--- config.mk ---
export PLATFORM = sky130hd
export DESIGN_NAME = mips_instr_encoder
export DESIGN_NICKNAME = d
export VERILOG_FILES = /design/src/rtl/mips_instr_encoder.sv
export SDC_FILE = /design/constraint.sdc
export NUM_CORES = 1
export LEC_CHECK = 0
export CAP_MARGIN = 20
export CORE_ASPECT_RATIO = 1.25
export CORE_MARGIN = 2
export CORE_UTILIZATION = 40
export CTS_CLUSTER_DIAMETER = 100
export CTS_CLUSTER_SIZE = 28
export DETAILED_ROUTE_END_ITERATION = 12
export PLACE_DENSITY = 0.65
export REMOVE_ABC_BUFFERS = 1
export SLEW_MARGIN = 20
export SYNTH_ARGS = -nofsm -noshare
export SYNTH_HDL_FRONTEND = slang
export SYNTH_SLANG_ARGS = --single-unit
export TNS_END_PERCENT = 20
--- constraint.sdc ---
create_clock -name clk -period 3.7 [get_ports clk]
set_input_delay 0.74 -clock clk [delete_from_list [all_inputs] [get_ports clk]]
set_output_delay 0.74 -clock clk [all_outputs]
set_load 0.005 [all_outputs]
--- src/rtl/mips_instr_encoder.sv ---
// MIPS instruction encoder: turns an operation plus register/immediate fields into a
// 32-bit instruction word, tags it with a running byte address, and buffers it in a
// 2-entry FIFO. Illegal operations are consumed and counted instead of being encoded.
module mips_instr_encoder (
    input  logic        clk,
    input  logic        rst,
    input  logic        in_valid,
    output logic        in_ready,
    input  logic [3:0]  in_op,
    input  logic [4:0]  in_rs,
    input  logic [4:0]  in_rt,
    input  logic [4:0]  in_rd,
    input  logic [15:0] in_imm,
    input  logic [25:0] in_target,
    input  logic        base_load,
    input  logic [31:0] base_addr,
    output logic        inst_valid,
    input  logic        inst_ready,
    output logic [31:0] inst,
    output logic [31:0] inst_addr,
    output logic        err,
    output logic [7:0]  err_cnt
);

    localparam int unsigned WordW = 32;
    localparam int unsigned OccW  = 2;
    localparam int unsigned CntW  = 8;

    typedef enum logic [3:0] {
        OP_ADD  = 4'd0,
        OP_AND  = 4'd1,
        OP_JR   = 4'd2,
        OP_LW   = 4'd3,
        OP_SW   = 4'd4,
        OP_BEQ  = 4'd5,
        OP_BNE  = 4'd6,
        OP_J    = 4'd7,
        OP_JAL  = 4'd8,
        OP_ADDI = 4'd9,
        OP_ANDI = 4'd10
    } op_e;

    typedef struct packed {
        logic [WordW-1:0] word;
        logic [WordW-1:0] addr;
    } entry_t;

    // Registered state
    logic [OccW-1:0]  occ_q,     occ_d;
    entry_t           head_q,    head_d;
    entry_t           tail_q,    tail_d;
    logic [WordW-1:0] cnt_q,     cnt_d;
    logic             err_q,     err_d;
    logic [CntW-1:0]  err_cnt_q, err_cnt_d;
    logic             vld_q,     vld_d;
    logic             rdy_q,     rdy_d;

    // Combinational helpers
    logic [WordW-1:0] enc_c;
    logic             legal_c;
    logic             accept_c;
    logic             push_c;
    logic             bad_c;
    logic             pop_c;
    logic [WordW-1:0] addr_sel_c;
    entry_t           new_entry_c;

    // Encode the requested operation; fields an op does not use are forced to zero
    always_comb begin
        enc_c   = '0;
        legal_c = 1'b1;
        case (op_e'(in_op))
            OP_ADD:  enc_c = {6'b000000, in_rs, in_rt, in_rd, 5'd0, 6'b100000};
            OP_AND:  enc_c = {6'b000000, in_rs, in_rt, in_rd, 5'd0, 6'b100100};
            OP_JR:   enc_c = {6'b000000, in_rs, 5'd0, 5'd0, 5'd0, 6'b001000};
            OP_LW:   enc_c = {6'b100011, in_rs, in_rt, in_imm};
            OP_SW:   enc_c = {6'b101011, in_rs, in_rt, in_imm};
            OP_BEQ:  enc_c = {6'b000100, in_rs, in_rt, in_imm};
            OP_BNE:  enc_c = {6'b000101, in_rs, in_rt, in_imm};
            OP_J:    enc_c = {6'b000010, in_target};
            OP_JAL:  enc_c = {6'b000011, in_target};
            OP_ADDI: enc_c = {6'b001000, in_rs, in_rt, in_imm};
            OP_ANDI: enc_c = {6'b001100, in_rs, in_rt, in_imm};
            default: legal_c = 1'b0;
        endcase
    end

    // Handshakes, address counter, FIFO and error bookkeeping next-state
    always_comb begin
        accept_c    = in_valid & rdy_q;
        push_c      = accept_c & legal_c;
        bad_c       = accept_c & ~legal_c;
        pop_c       = vld_q & inst_ready;
        addr_sel_c  = base_load ? base_addr : cnt_q;
        new_entry_c = '{word: enc_c, addr: addr_sel_c};

        occ_d     = occ_q;
        head_d    = head_q;
        tail_d    = tail_q;
        err_d     = err_q;
        err_cnt_d = err_cnt_q;
        cnt_d     = push_c ? (addr_sel_c + WordW'(4)) : addr_sel_c;

        // push is only possible with occupancy below two, so head/tail cover all cases
        case ({push_c, pop_c})
            2'b10: begin
                if (occ_q == OccW'(0)) head_d = new_entry_c;
                else                   tail_d = new_entry_c;
                occ_d = occ_q + OccW'(1);
            end
            2'b01: begin
                if (occ_q == OccW'(2)) head_d = tail_q;
                occ_d = occ_q - OccW'(1);
            end
            2'b11: begin
                if (occ_q == OccW'(2)) begin
                    head_d = tail_q;
                    tail_d = new_entry_c;
                end else begin
                    head_d = new_entry_c;
                end
            end
            default: ;
        endcase

        if (bad_c) begin
            err_d = 1'b1;
            if (err_cnt_q != {CntW{1'b1}}) err_cnt_d = err_cnt_q + CntW'(1);
        end

        vld_d = (occ_d != OccW'(0));
        rdy_d = (occ_d != OccW'(2));
    end

    // State register with asynchronous active-low reset; reset drops any buffered words
    always_ff @(posedge clk or negedge rst) begin
        if (!rst) begin
            occ_q     <= '0;
            head_q    <= '0;
            tail_q    <= '0;
            cnt_q     <= '0;
            err_q     <= 1'b0;
            err_cnt_q <= '0;
            vld_q     <= 1'b0;
            rdy_q     <= 1'b1;
        end else begin
            occ_q     <= occ_d;
            head_q    <= head_d;
            tail_q    <= tail_d;
            cnt_q     <= cnt_d;
            err_q     <= err_d;
            err_cnt_q <= err_cnt_d;
            vld_q     <= vld_d;
            rdy_q     <= rdy_d;
        end
    end

    assign in_ready   = rdy_q;
    assign inst_valid = vld_q;
    assign inst       = head_q.word;
    assign inst_addr  = head_q.addr;
    assign err        = err_q;
    assign err_cnt    = err_cnt_q;

endmodule

# After elaboration in Yosys (flattened, before gate mapping)
# Index checks and enable logic that the tools add are counted.
word_totals:
  wordCells: 60
  in_bits: 98
  output_inout_bits: 75
  register_bits: 173
op_classes:
  n_eq_ne: 20
  mux: 12
  reduce_logical: 9
  bitwise_logic: 5
  n_addsub: 4
op_table:
  columns: ["operator", "n"]
  rows:
  - ["case mux 32 bit (11 select lines)", 1]
  - ["two-way mux 64 bit", 5]
  - ["case mux 64 bit (3 select lines)", 1]
  - ["case mux 64 bit (2 select lines)", 1]
  - ["two-way mux 32 bit", 2]
  - ["adder 32 x 3 -> 32 bit, second input constant", 1]
  - ["== test 4 x 3 -> 1 bit, second input constant", 4]
  - ["== test 4 bit, second input constant", 3]
  - ["OR reduction 11 bit", 1]
  - ["inequality test 2 bit, second input constant", 5]
  - ["adder 8 x 1 -> 8 bit, second input constant", 1]
  - ["== test 4 x 2 -> 1 bit, second input constant", 2]
  - ["inequality test 8 bit, second input constant", 1]
  - ["== test 2 bit, second input constant", 3]
  - ["AND reduction 3 bit", 2]
  - ["bitwise AND 1 bit", 4]
  - ["== test 4 x 1 -> 1 bit, second input constant", 1]
  - ["zero test 4 bit", 1]
  - ["case mux 2 bit (2 select lines)", 1]
  - ["nonzero test 2 bit", 2]
  - ["nonzero test 3 bit", 1]
  - ["adder 2 x 1 -> 2 bit, second input constant", 1]
  - ["== test 2 x 1 -> 1 bit, second input constant", 1]
  - ["zero test 2 bit", 1]
  - ["4 further kinds", 4]

# Longest topological paths before layout
logic_depth:
  ltp_word: 7
  mapped_depth: 11
  depth_no_buf: 9

# Worst setup path before layout
# OpenSTA, ideal clock, no wires.
synth_timing:
  path_kind: "input to register"
  start: "input port in_op[0]"
  end: "register tail_q[8] (netlist bit)"
  path_buffers: 2
  t_arrival_ns: 2.764
  path_slack_ns: 0.789
  cell_stages: 8
  required_ns: 3.553
  cell_sequence: "a21o_1 a21oi_2 ha_1 o22ai_1 a21oi_1 clkbuf_1 clkbuf_1 a21oi_1"
synth_via:
  elab_chain_len: 7
  elab_cells_between_ends: 21
  classes_between: "eq/ne: 14; mux: 2; bitwise: 1; reduce/logical: 4"
synth_rtl:
  columns: ["item", "line", "rtl"]
  rows:
  - ["start, declared", "9", "input logic [3:0] in_op,"]
  - ["== test 4 bit (tied with other cells)", "72", "case (op_e'(in_op))"]
  - ["OR reduction 11 bit (no source line) (*)", null, null]
  - ["two-way mux 1 bit (*)", "72", null]
  - ["bitwise AND 1 bit (*)", "91", "push_c = accept_c & legal_c;"]
  - ["== test 2 bit", "105", "case ({push_c, pop_c})"]
  - ["inequality test 2 bit (no source line) or nonzero test 2 bit (tied branches)", null, null]
  - ["AND reduction 3 bit (no source line)", null, null]
  - ["end signal, assigned", "149", "tail_q <= tail_d;"]
  - ["end, declared", "51", "entry_t tail_q, tail_d;"]
# Every way passes the cells marked *; elsewhere a longest branch is shown, timed or not.
# A chain may end at the register's enable or synchronous reset.

# Worst setup path after layout
layout_timing:
  start: "input port in_op[0]"
  end: "register head_q, in the netlist inst[18]"
layout_via:
  elab_chain_len: 7
  elab_cells_between_ends: 25
  classes_between: "eq/ne: 15; mux: 5; bitwise: 1; reduce/logical: 4"
layout_rtl:
  columns: ["item", "line", "rtl"]
  rows:
  - ["== test 4 bit (tied with other cells)", "72", null]
  - ["OR reduction 11 bit (no source line)", null, null]
  - ["two-way mux 1 bit", "72", null]
  - ["bitwise AND 1 bit", "91", null]
  - ["== test 2 x 1 -> 1 bit or == test 2 bit (tied branches)", "105", null]
  - ["inequality test 2 bit (no source line) or nonzero test 3 bit (tied branches)", null, null]
  - ["AND reduction 3 bit (no source line)", null, null]
  - ["end signal, assigned", "139", "head_q <= '0;"]
  - ["end signal, assigned", "148", "head_q <= head_d;"]
  - ["end, declared", "50", "entry_t head_q, head_d;"]
# Several ways; a longest one is shown, not always the timed one. The select of a mux whose other input is x is not followed.

==> metrics.txt <==
nature of the critical path endpoint=flip-flop; Post-Synth Adder-Cell Area=0.0116; Least-Margin Pin Slew=a little under 0.9 ns; core area=about 20000 um^2; Clock transition at path regs=~0.070 ns; DRT met1 WL=~9600 um; Fmax=about 320 MHz; startpoint types=primary input; relative slew slack=0.412; register area share after synthesis=0.521; Reg area=4280 um^2; Slew Viols, Final=0; top_reg_cell synth=dfrtp_1; Via Count=6772; pin count of the biggest net entering global routing=between 60 and 70; share of the synthesized area in the top cell type=0.518; Clock Path Buffers=2; DRT iter0 DRCs=around 540; CP Data Arrival Time=~3.4 ns; drt pass-1 iters=5; critical path class=in -> reg; TNS Setup=0 ns; EDFF count, synth=0; asr flop ratio synth=1.00; Tot Pwr=0.00782 W; static leakage=4.49 nW; largest family of logic cells by synthesized area=compound AO/OA/AOI/OAI gates; layout cells sized above 1=0.110; Layout fillers=approximately 1800; Min Hold Slack=0.295 ns; DR WL/cell=around 17 um; Post-CTS Hold Fix Bufs=0; final setup margin=between 0.6 and 0.7 ns; Avg Synthesized Cell Area=roughly 10 um^2; CP max FO=21; DP HPWL=about 15000 um; Die ar.=between 20000 and 25000 um^2; post-DR vias/cell=roughly 5.3; Layout Cells excl Fill=between 1000 and 1500; die height=about 160 um; antenna violations before repair=1; CP max-delay cell=clkdlybuf4s50_1; cells along the critical path=clkdlybuf4s50_1 -> a21o_1 -> a21oi_2 -> inv_1 -> ha_1 -> mux2_2 -> o22ai_1 -> nor2b_4 -> nand2_1 -> buf_4 -> o211ai_1; Inst Count DP=around 1200; most frequent cells after synthesis=dfrtp_1 (170), nor2_1 (109), a21oi_1 (79), nand2_1 (79), clkbuf_1 (39); Synth cell types=60; Critical path buffers and inverters=3; WL final=between 20000 and 25000 um; GRT Overall Usage=0.209; Final nets=roughly 1100; H-tree depth=4; minimum clock period=between 3 and 4 ns; Initial Utilization=0.409; worst vdd ir=roughly 0.37 mV; postcts setup bufs=0; family with the most delay on the worst path=compound AO/OA/AOI/OAI gates; delay of the slowest critical-path stage=between 0.4 and 0.5 ns; Worst EP required=4.04 ns; xor and xnor area share after synthesis=0.0427; Fin Clk Skew=~0.008 ns; Max Used Layer=met4; grt total ovfl=0; Core Rows=58; Synth Area in Compound Gates=0.169; Area contributors post-synth=dfrtp_1 (52%), nor2_1 (5.0%), a21oi_1 (4.8%); # DRC=0; Synth area leader=dfrtp_1; Antenna Nets Post-Route=0; Die Wd=approximately 130 um; Hold WC Path Type=in -> async; PD cells=between 700 and 800 nW/um^2; CTS tree=done; post-synthesis cell area=slightly above 8000 um^2; I/O Buffers=about 170; YS warnings=0; unrepaired setup endpoints after global routing=false; vias in the first global route=6655; FF+latch count, synth=around 170; area growth from synthesis to layout=33.6%; worst slack, placed=around 0.17 ns; outcome=finished clean; CTS resizes=0; most frequent cell after synthesis=dfrtp_1; met3 wire len=between 1000 and 1500 um; Met2 Wirelength=about 11000 um; max-cap violations=0; final worst path period share=0.835; # IOs=~170; post-synthesis cell count=approximately 800; Clock Latency Late Sink=0.43 ns; global-route wire length before repair=between 30000 and 40000 um; CTS root buf=clkbuf_16; Final Setup Violations=0; clock sinks=around 170; simple-gate share of the synthesized area=0.162; number of CTS-inserted buffers=17; Placer Congestion=about 0.8; final hold violations=0; multi-input logic area=around 3700 um^2; mux contribution to synthesized area=0.0593
## stage by stage
stage                      util  instance area, um^2
final                     0.546                11000
after global routing      0.546                11000
after CTS                 0.545                11000
after detailed placement  0.514                10300
after global placement    0.514                10300
after floorplan               -                 7960
## where the power goes
part / switching, W / internal [W] / total, W
combinational: 0.00139 / 0.00142 / 0.00281
clock: 0.000774 / 0.00116 / 0.00193
sequential: 0.000436 / 0.00264 / 0.00307
total: 0.00260 / 0.00522 / 0.00782
## final timing paths
check,startpoint,end,slack (ns),depth (start not counted)
max in group asynchronous,rst,tail_q[7],2.58,2
setup reg to reg,in_ready,inst[18],0.97,10
hold reg to reg,err,err,0.47,1
setup / recovery,in_op[0],inst[18],0.61,11
hold / removal,rst,tail_q[53],0.29,1
min in group clk,err,err,0.47,1
## cell type report
| type | instances | share of cell area |
|---|---|---|
| repair buffers | 204 | 0.181 |
| clock buffers | 19 | 0.0404 |
| diodes | 2 | 0.000456 |
| clock inverters | 13 | 0.0171 |
| flip-flops and latches | 171 | 0.390 |
| well taps | 270 | 0.0308 |
| inverters | 9 | 0.00308 |
| multi-input cells | 582 | 0.337 |
## layout by cell type (no fill, tap or decap), types with 7 or more instances in the layout
| cell | count |
|---|---|
| nand2_1 | 79 |
| mux2i_1 | 25 |
| clkdlybuf4s50_1 | 169 |
| a21oi_1 | 77 |
| nand3_1 | 31 |
| a22oi_1 | 22 |
| clkbuf_16 | 17 |
| xnor2_1 | 30 |
| mux2_2 | 20 |
| a221oi_1 | 14 |
| dfrtp_1 | 170 |
| nor2_1 | 108 |
| a2bb2oi_1 | 7 |
| xor2_1 | 10 |
| nand2b_1 | 9 |
| o21ai_0 | 32 |
| inv_1 | 9 |
| buf_4 | 29 |
| o211ai_1 | 21 |
| nand4_1 | 8 |
## layer usage
layer  track usage  up-vias
li1              -     3236
met1         0.263     3303
met2         0.354      205
met3        0.0429       28
met4        0.0831        0
met5             0        -
## worst register-to-register path, stage by stage, from the launching register on
cell and delay, ns:
dfstp_2 0.55, nand2_1 0.11, a21oi_2 0.15, inv_1 0.08, ha_1 0.25, mux2_2 0.28, o22ai_1 0.28, nor2b_4 0.41
nand2_1 0.10, buf_4 0.24, o211ai_1 0.20
## cell families after synthesis
logic type | Yosys count
xor gates and xnor gates | 40
muxes | 46
DFF | 171
other | 1
adders and majority gates | 8
buffers and inverters | 64
and+or+nand+nor | 278
AOI/OAI and AO/OA | 209
## registers in the layout, indices dropped and copies added (netlist names)
name and cells:
inst_valid 1, tail_q 63, inst 31, cnt_q 32
err_cnt 8, inst_addr 32, occ_q 2, err 1
in_ready 1
Note: power is estimated with default switching activity, not from simulation.
